===== config.mk =====
export PLATFORM = sky130hd
export DESIGN_NAME = instr_register
export DESIGN_NICKNAME = d
export VERILOG_FILES = /design/src/rtl/instr_register.sv
export SDC_FILE = /design/constraint.sdc
export NUM_CORES = 1
export LEC_CHECK = 0
export CAP_MARGIN = 15
export CORE_ASPECT_RATIO = 1.4
export CORE_MARGIN = 3
export CORE_UTILIZATION = 46
export CTS_CLUSTER_DIAMETER = 200
export CTS_CLUSTER_SIZE = 30
export DETAILED_ROUTE_END_ITERATION = 10
export PLACE_DENSITY = 0.88
export SYNTH_ARGS = -nofsm -noshare
export SYNTH_HDL_FRONTEND = slang
export SYNTH_SLANG_ARGS = --single-unit
export TNS_END_PERCENT = 5

===== constraint.sdc =====
create_clock -name iclk -period 3 [get_ports iclk]
set_input_delay 0.3 -clock iclk [delete_from_list [all_inputs] [get_ports iclk]]
set_output_delay 0.3 -clock iclk [all_outputs]
set_load 0.005 [all_outputs]

===== src/rtl/instr_register.sv =====
// Opcode/flags register pair plus the BOOT/RUN/HALT sequencer that gates the
// microcode control stage (ctrlen) and clears its step counters (step_reset).
module instr_register #(
   parameter int unsigned BOOT_CYCLES = 4
) (
   input  logic       iclk,
   input  logic       rst,
   input  logic [7:0] bus_in,
   input  logic       ir_load,
   input  logic [3:0] alu_flags,
   input  logic       fl_load,
   input  logic       fl_clc,
   input  logic       instr_end,
   input  logic       halt,
   input  logic       resume,
   output logic [7:0] opcode,
   output logic [3:0] flags,
   output logic       ctrlen,
   output logic       step_reset,
   output logic       halted
);

   typedef enum logic [1:0] {
      ST_BOOT = 2'd0,
      ST_RUN  = 2'd1,
      ST_HALT = 2'd2
   } state_t;

   localparam logic [3:0] BOOT_LAST = 4'(BOOT_CYCLES - 1);

   state_t     state_q, state_d;
   logic [3:0] cnt_q, cnt_d;
   logic [7:0] opcode_q, opcode_d;
   logic [3:0] flags_q, flags_d;
   logic       ctrlen_q, ctrlen_d;
   logic       halted_q, halted_d;

   always_ff @(posedge iclk or posedge rst) begin
      if (rst) begin
         state_q  <= ST_BOOT;
         cnt_q    <= 4'h0;
         opcode_q <= 8'h00;
         flags_q  <= 4'h0;
         ctrlen_q <= 1'b1;
         halted_q <= 1'b0;
      end else begin
         state_q  <= state_d;
         cnt_q    <= cnt_d;
         opcode_q <= opcode_d;
         flags_q  <= flags_d;
         ctrlen_q <= ctrlen_d;
         halted_q <= halted_d;
      end
   end

   always_comb begin
      state_d  = state_q;
      cnt_d    = cnt_q;
      opcode_d = opcode_q;
      flags_d  = flags_q;
      case (state_q)
         ST_BOOT: begin
            if (cnt_q == BOOT_LAST) begin
               state_d = ST_RUN;
               cnt_d   = 4'h0;
            end else begin
               cnt_d = cnt_q + 4'd1;
            end
         end
         ST_RUN: begin
            if (ir_load) opcode_d = bus_in;
            if (fl_load) flags_d = alu_flags;
            // Carry clear overrides a simultaneous flags load on bit 0 only.
            if (fl_clc) flags_d[0] = 1'b0;
            if (halt) state_d = ST_HALT;
         end
         ST_HALT: begin
            if (resume) state_d = ST_RUN;
         end
         default: begin
            state_d = ST_BOOT;
            cnt_d   = 4'h0;
         end
      endcase
      // Output flags follow the next state so they switch on the same edge.
      ctrlen_d = (state_d != ST_RUN);
      halted_d = (state_d == ST_HALT);
   end

   assign opcode     = opcode_q;
   assign flags      = flags_q;
   assign ctrlen     = ctrlen_q;
   assign halted     = halted_q;
   assign step_reset = (state_q == ST_RUN) && !instr_end;

endmodule


**After elaboration in Yosys (flattened, before gate mapping)**

Index checks and enable logic that the tools add are counted.

- Register bits after elaboration: 20
- Input port bits: 20
- Output and inout port bits: 15
- Logic and storage cells: 29

- $add $sub $neg: 1
- Equality and inequality tests: 5
- Mux-type cells: 8
- Reduce and logical (&&, ||, !) cells: 8

Operators by type and width:

| kind | count |
|---|---|
| one-hot mux 4 bit (2 select lines) | 1 |
| two-way mux 2 bit | 3 |
| one-hot mux 2 bit (3 select lines) | 1 |
| AND reduction 2 bit | 3 |
| adder 4 x 1 -> 4 bit (second input constant) | 1 |
| == test 2 bit (second input constant) | 2 |
| == test 4 x 2 -> 1 bit (second input constant) | 1 |
| two-way mux 4 bit | 1 |
| == test 2 x 1 -> 1 bit (second input constant) | 1 |
| zero test 2 bit | 1 |
| two-way mux 1 bit | 2 |
| != test 2 x 1 -> 1 bit (second input constant) | 1 |
| nonzero test 2 bit | 1 |
| OR reduction 2 bit | 1 |
| logical AND 1 bit | 1 |
| zero test 1 bit | 1 |

**Depth between registers and ports, before layout**

Gate-level depths: netlist (run 1).

- Depth in word-level cells: 4
- Gate-level depth with buffers: 6

**Least setup slack after synthesis (run 1)**

OpenSTA, ideal clock, no wires.

- Kind: register -> register
- Start point: register cnt_q[0]
- End point: register ctrlen_q (netlist: ctrlen)
- Library setup time: 0.088 ns
- Arrival: 1.571 ns
- Data required time: 2.912 ns
- Path slack: 1.340 ns
- Stages on the path, launching flop included: 6
- Buffers on the path: 0
- Path through: dfrtp_1 ha_1 or3b_4 a221oi_2 or2_1 or3b_1

- Longest elaborated chain between the ends: 4

RTL lines:

| item | line | source |
|---|---|---|
| start: declaration | 32 | `logic [3:0] cnt_q, cnt_d;` |
| start signal: assignment | 48 | `cnt_q <= cnt_d;` |
| == test 4 x 2 -> 1 bit | 63 | `if (cnt_q == BOOT_LAST) begin` |
| two-way mux 2 bit | 63 |  |
| one-hot mux 2 bit (3 select lines) | 61 | `case (state_q)` |
| != test 2 x 1 -> 1 bit | 86 | `ctrlen_d = (state_d != ST_RUN);` |
| net ctrlen_d | 35 | `logic ctrlen_q, ctrlen_d;` |
| end signal: assignment | 51 | `ctrlen_q <= ctrlen_d;` |
| end: declaration | 35 |  |

The timed path passes the listed nets, and every way through them passes these cells.
A chain may end at the register's enable or synchronous reset.

**Worst setup path after layout (run 1)**

- Start point: register state_q[1]
- End point: output port step_reset

- Longest elaborated chain between the ends: 2

RTL lines:

| item | line | source |
|---|---|---|
| start: declaration | 31 | `state_t state_q, state_d;` |
| start signal: assignment | 47 | `state_q <= state_d;` |
| == test 2 x 1 -> 1 bit | 94 | `assign step_reset = (state_q == ST_RUN) && !instr_end;` |
| logical AND 1 bit | 94 |  |
| end: declaration | 19 | `output logic step_reset,` |

No other way between the ends.

==> results of run 1 <==
==> Yosys cell counts <==
library cell,instances
a21o_1,1
a21oi_1,1
a221oi_2,1
dfrtp_1,19
dfstp_2,1
ha_1,6
inv_1,5
mux2_2,11
nand2_1,10
nand3_1,2
nand4_1,1
nand4b_1,1
nor2_1,2
nor2b_1,4
nor3b_1,1
o211a_1,1
o21ai_0,5
o21ai_1,1
o31ai_1,1
or2_1,1
or3b_1,1
or3b_4,1
==> metrics by stage <==
stage               area (um^2)  instances  power (uW)
floorplan                   923         77         724
global placement           1290        131         976
detailed placement         1290        131        1000
CTS                        1320        135        1140
global route               1320        135        1210
finish                     1320        135        1120
==> worst register-to-register path: cells and delay by family (launching register included) <==
family / cells / cell delay, ns
fa+ha+maj: 1 / 0.19
flops: 1 / 0.40
compound gates: 1 / 0.22
simple gates: 3 / 0.92
==> cell usage in the layout (no fill, tap or decap), types with 2 or more instances in the layout <==
cell type	Yosys	layout
clkdlybuf4s50_1	0	34
nor2_1	2	2
nor2b_1	4	4
nand2_1	10	10
dfrtp_1	19	19
o21ai_0	5	5
inv_1	5	5
clkbuf_4	0	3
ha_1	6	6
nand3_1	2	2
mux2_2	11	11
==> worst min-delay path by stage <==
stage                      endpoint  slack (ns)  cells after the start
after floorplan            cnt_q[0]        0.26                      1
after global routing      opcode[7]        0.48                      2
after CTS                 opcode[5]        0.43                      2
after detailed placement   flags[0]        0.48                      2
after global placement     flags[0]        0.46                      2
final                     opcode[7]        0.41                      2
==> sequential cells by signal, indices dropped and copies added (netlist names) <==
register and count:
halted 1, state_q 2, ctrlen 1, opcode 8
flags 4, cnt_q 4
==> per-layer routing <==
layer / up-vias / track usage / wire (um)
li1: 343 / - / -
met1: 344 / 0.196 / 736
met2: 20 / 0.298 / 1030
met3: 2 / 0.0456 / 88
met4: 0 / 0.0776 / 21
met5: - / 0 / 0
==> cell type report <==
cell class,count,share of cell area
Timing Repair Buffer,34,0.259
Inverter,5,0.0143
Multi-Input combinational cell,52,0.306
Sequential cell,20,0.382
Clock buffer,4,0.0200
Tap cell,20,0.0190
==> power by group through the flow <==
| stage | sequential [uW] | clock (uW) | combinational (uW) |
|---|---|---|---|
| finish | 449 | 128 | 543 |
| global route | 469 | 146 | 594 |
| CTS | 450 | 135 | 552 |
| detailed placement | 456 | 0 | 548 |
| global placement | 447 | 0 | 529 |
| floorplan | 456 | 0 | 268 |
==> kinds of logic (layout without fill, tap and decap cells) <==
logic type                 Yosys count  after routing  share of synthesized area
AOI/OAI and AO/OA                   11             11                     0.0813
and+or+nand+nor                     24             24                      0.140
DFF                                 20             20                      0.543
buffers and inverters                5             43                     0.0203
muxes                               11             11                      0.134
adders and majority gates            6              6                     0.0813
==> flow_metrics.py, run 1 <==
metrics = {
    "status": {
        "outcome": "completed",
    },
    "clock_tree": {
        "postCtsResizedCells": 0,
        "cts_root_buf": "clkbuf_4",
        "postCtsSetupBuffers": 0,
        "cts_max_path_buffers": 2,
        "cts_sinks": 20,
        "cts_tree": "yes",
        "cts_buffers": 3,
        "clk_pin_slew_ns": 0.10,
        "hold_buffers": 0,
        "htree_levels": 1,
        "worstSkewPairLatency_ns": 0.29,
    },
    "detailed_routing": {
        "drt_pre_antenna_iters": 5,
        "drc": 0,
        "antenna_left": 0,
        "drtIter0Drc": 13,
        "vias_per_cell": 5.25,
        "drt-wirelength-per-cell_um": 13.9,
        "drt-total-wl_um": 1880,
        "num_vias": 709,
    },
    "critical_path": {
        "endpoint_kind": "output port",
        "crit_buf_inv": 2,
        "r2r_setup_slack_ns": 1.21,
        "crit_path_max_fanout": 4,
        "critPathLaunch": "state_q[1]",
        "r2r-end": "ctrlen",
        "worstSetupPathType": "reg -> out",
        "reg2reg_depth": 5,
        "critPathTopFamily": "buffers and inverters",
        "endpoint": "step_reset",
        "path_cells": "inv_1 > ha_1 > nor2b_1 > clkdlybuf4s50_1",
        "start_kind": "flip-flop",
        "cp_slowest_cell": "clkdlybuf4s50_1",
        "cp_data_required_time_ns": 2.70,
        "cp.arrival_ns": 1.72,
        "r2r-start": "cnt_q[0]",
        "path_depth": 4,
        "crit_path_max_incr_delay_ns": 0.51,
    },
    "timing": {
        "fin_tns_setup_ns": 0,
        "finalHoldViolCount": 0,
        "worst_slack_ns": 0.980,
        "drv_slew": 0,
        "slew_headroom": 0.517,
        "hold_ws_ns": 0.408,
        "period_share": 0.673,
        "final-setup-viol-count": 0,
        "fin_skew_ns": 0.00126,
        "max_freq_mhz": 495,
        "min_period_ns": 2.02,
        "rsz0062_at_grt": "false",
        "tightest_slew_ns": 0.723,
    },
    "global_route": {
        "grt_overflow": 0,
        "grt_pass1_wl_um": 3260,
        "gr-usage-all-layers": 0.173,
        "antenna_found_initial": 0,
        "grt_max_degree": 21,
        "grt_pass1_vias": 792,
    },
    "pwr": {
        "power.density_nw_per_um2": 852,
        "p_switching_uw": 347,
        "netSwitchingFraction": 0.310,
        "combPwrFrac": 0.485,
        "p_int_uw": 774,
        "peakVddDrop_v": 0.000577,
        "pwr-share-clk": 0.114,
        "seqPwrFrac": 0.401,
        "cellLeakagePower_uw": 0.000586,
    },
    "die": {
        "dieArea_um2": 2590,
        "core_um2": 1820,
        "die_x_um": 43.9,
        "io-pin-count": 35,
        "rows": 18,
        "initial_utilization": 0.506,
        "die_y_um": 59.0,
    },
    "placed_design": {
        "port_buffers": 34,
        "pre_cts_slack_ns": 1.23,
        "dp_hpwl_um": 1540,
        "place_congestion": 0.727,
    },
    "synthesis": {
        "syn-instance-count": 77,
        "synth_seq_area_share": 0.543,
        "ys_types": 22,
        "netlist_area_um2": 923,
        "synthTopCellsByArea": "dfrtp_1 51%, mux2_2 13%, ha_1 8.1%",
        "netlist.area_leader.share": 0.515,
        "yosys_warnings": 0,
        "syn-num-nets": 103,
        "post-synth-top-area-cell": "dfrtp_1",
        "synth_area_per_cell_um2": 12.0,
        "synth_seq_cells": 20,
    },
    "cells_and_area": {
        "final_util": 0.721,
        "register_area_um2": 502,
        "final_nets": 142,
        "multi_input_area_um2": 403,
        "insertedDiodeCount": 0,
        "nFillCells": 134,
        "drive_gt1_frac": 0.148,
        "area_delta_synth_final_pct": 42.4,
    },
    "min_path": {
        "min_path_type": "in -> async",
    },
    "job": {
        "maxCapViolations": 0,
    },
}
No activity file was read; power rests on OpenSTA's default activity.
==> inputs of run 2 (changes only) <==
--- a/config.mk
+++ b/config.mk
@@ -8,11 +8,11 @@
 export CAP_MARGIN = 15
 export CORE_ASPECT_RATIO = 1.4
 export CORE_MARGIN = 3
-export CORE_UTILIZATION = 46
+export CORE_UTILIZATION = 42
 export CTS_CLUSTER_DIAMETER = 200
 export CTS_CLUSTER_SIZE = 30
 export DETAILED_ROUTE_END_ITERATION = 10
-export PLACE_DENSITY = 0.88
+export PLACE_DENSITY = 0.82
 export SYNTH_ARGS = -nofsm -noshare
 export SYNTH_HDL_FRONTEND = slang
 export SYNTH_SLANG_ARGS = --single-unit
==> constraint.sdc (replaced) <==
create_clock -name iclk -period 2.1 [get_ports iclk]
set_input_delay 0.21 -clock iclk [delete_from_list [all_inputs] [get_ports iclk]]
set_output_delay 0.21 -clock iclk [all_outputs]
set_load 0.005 [all_outputs]
==> flow_metrics.py, run 2 (synthesis gave the netlist of run 1 again) <==
metrics = {
    "clock_tree": {
        "cts_tree": "yes",
        "cts_sinks": 20,
        "postCtsResizedCells": 0,
        "cts_root_buf": "clkbuf_4",
        "htree_levels": 1,
        "postCtsSetupBuffers": 0,
        "worstSkewPairLatency_ns": 0.29,
        "cts_buffers": 3,
        "cts_max_path_buffers": 2,
        "clk_pin_slew_ns": 0.11,
        "hold_buffers": 0,
    },
    "pwr": {
        "p_int_uw": 1140,
        "netSwitchingFraction": 0.305,
        "peakVddDrop_v": 0.000909,
        "power.density_nw_per_um2": 1230,
        "combPwrFrac": 0.475,
        "seqPwrFrac": 0.393,
        "p_switching_uw": 499,
        "cellLeakagePower_uw": 0.000592,
        "pwr-share-clk": 0.132,
    },
    "timing": {
        "slew_headroom": 0.502,
        "finalHoldViolCount": 0,
        "fin_tns_setup_ns": 0,
        "final-setup-viol-count": 0,
        "period_share": 0.915,
        "tightest_slew_ns": 0.746,
        "fin_skew_ns": 0.00118,
        "drv_slew": 0,
        "max_freq_mhz": 520,
        "rsz0062_at_grt": "false",
        "min_period_ns": 1.92,
    },
    "detailed_routing": {
        "drt_pre_antenna_iters": 2,
        "drt-total-wl_um": 1900,
        "num_vias": 697,
        "antenna_left": 0,
        "drt-wirelength-per-cell_um": 13.9,
        "drc": 0,
        "drtIter0Drc": 11,
        "vias_per_cell": 5.13,
    },
    "die": {
        "die_y_um": 61.5,
        "initial_utilization": 0.457,
        "die_x_um": 45.6,
        "core_um2": 2020,
        "rows": 19,
        "io-pin-count": 35,
        "dieArea_um2": 2810,
    },
    "cells_and_area": {
        "post-route-cell-area_um2": 1330,
        "drive_gt1_frac": 0.157,
        "insertedDiodeCount": 0,
        "final_common_cell": "clkdlybuf4s50_1",
        "final_cell_mix": "34 x clkdlybuf4s50_1, 19 x dfrtp_1, 11 x mux2_2, 10 x nand2_1, 6 x ha_1",
        "final_nets": 142,
        "nFillCells": 168,
        "largest_register_ffs": 8,
        "area_delta_synth_final_pct": 43.6,
        "final_cells": 136,
    },
    "critical_path": {
        "endpoint_kind": "output port",
        "cp.arrival_ns": 1.71,
        "cp_slowest_cell": "clkdlybuf4s50_1",
        "crit_path_max_incr_delay_ns": 0.52,
        "path_cells": "inv_1 > ha_1 > nor2b_1 > clkdlybuf4s50_1",
        "crit_path_max_fanout": 4,
        "cp_data_required_time_ns": 1.89,
        "worstSetupPathType": "reg -> out",
        "start_kind": "flip-flop",
    },
    "global_route": {
        "antenna_found_initial": 0,
        "grt_overflow": 0,
        "grt_pass1_vias": 752,
        "grt_pass1_wl_um": 3310,
        "grt_max_degree": 21,
        "gr-usage-all-layers": 0.166,
    },
    "job": {
        "maxCapViolations": 0,
    },
    "min_path": {
        "min_path_type": "in -> async",
    },
    "placed_design": {
        "port_buffers": 34,
        "placed_cells": 132,
        "dp_hpwl_um": 1510,
        "place_congestion": 0.745,
        "dpl_cell_area_um2": 1290,
    },
    "status": {
        "outcome": "completed",
    },
}
## run 2: per-stage QoR
step                hold slack, ns  setup WS (ns)  total power [uW]  utilization
floorplan                    0.173          0.440              1030            -
global placement             0.459          0.409              1400        0.638
detailed placement           0.480          0.317              1440        0.638
CTS                          0.352          0.155              1670        0.656
global route                 0.390         0.0601              1770        0.656
finish                       0.332          0.178              1630        0.656
## run 2: path summary, 6_finish.rpt
kind / start / endpoint / slack, ns / cells past startpoint
setup / recovery: state_q[1] / step_reset / 0.18 / 4
hold / removal: rst / flags[3] / 0.33 / 2
setup reg to reg: cnt_q[0] / ctrlen / 0.31 / 5
hold reg to reg: flags[0] / flags[0] / 0.50 / 2
max in group asynchronous: rst / opcode[5] / 1.30 / 2
min in group iclk: alu_flags[0] / flags[0] / 0.47 / 3
## run 2: power by group through the flow
stage               clock network, uW  logic, uW  registers [uW]
detailed placement                  0        786             652
global route                      245        865             664
global placement                    0        760             638
floorplan                           0        383             652
finish                            217        776             642
CTS                               229        794             644
## run 2: worst max-delay path: cells and delay by family (launching register included)
kind          cells  cell delay, ns
flops             1            0.43
buf+inv           2            0.64
simple gates      1            0.15
fa+ha+maj         1            0.21
## run 2: area by class of cell
cell class	instances	area, um^2	share of cell area
well taps	21	26.3	0.0198
clock buffers	4	36.3	0.0274
repair buffers	34	340	0.257
flip-flops and latches	20	502	0.378
inverters	5	18.8	0.0142
multi-input cells	52	403	0.304
## run 2: routing by layer
layer | GRT usage | vias up | part of all wire
met4 | 0.0879 | 0 | 0.0095
li1 | - | 345 | -
met2 | 0.275 | 18 | 0.52
met5 | 0 | - | 0
met1 | 0.191 | 332 | 0.41
met3 | 0.0439 | 2 | 0.064
==> inputs of run 3 (changes only) <==
--- a/config.mk
+++ b/config.mk
@@ -10,7 +10,7 @@
 export CORE_MARGIN = 3
 export CORE_UTILIZATION = 42
 export CTS_CLUSTER_DIAMETER = 200
-export CTS_CLUSTER_SIZE = 30
+export CTS_CLUSTER_SIZE = 40
 export DETAILED_ROUTE_END_ITERATION = 10
 export PLACE_DENSITY = 0.82
 export SYNTH_ARGS = -nofsm -noshare
==> results of run 3 <==
Same layout as run 2: the final DEF is identical, and so are final timing and power.
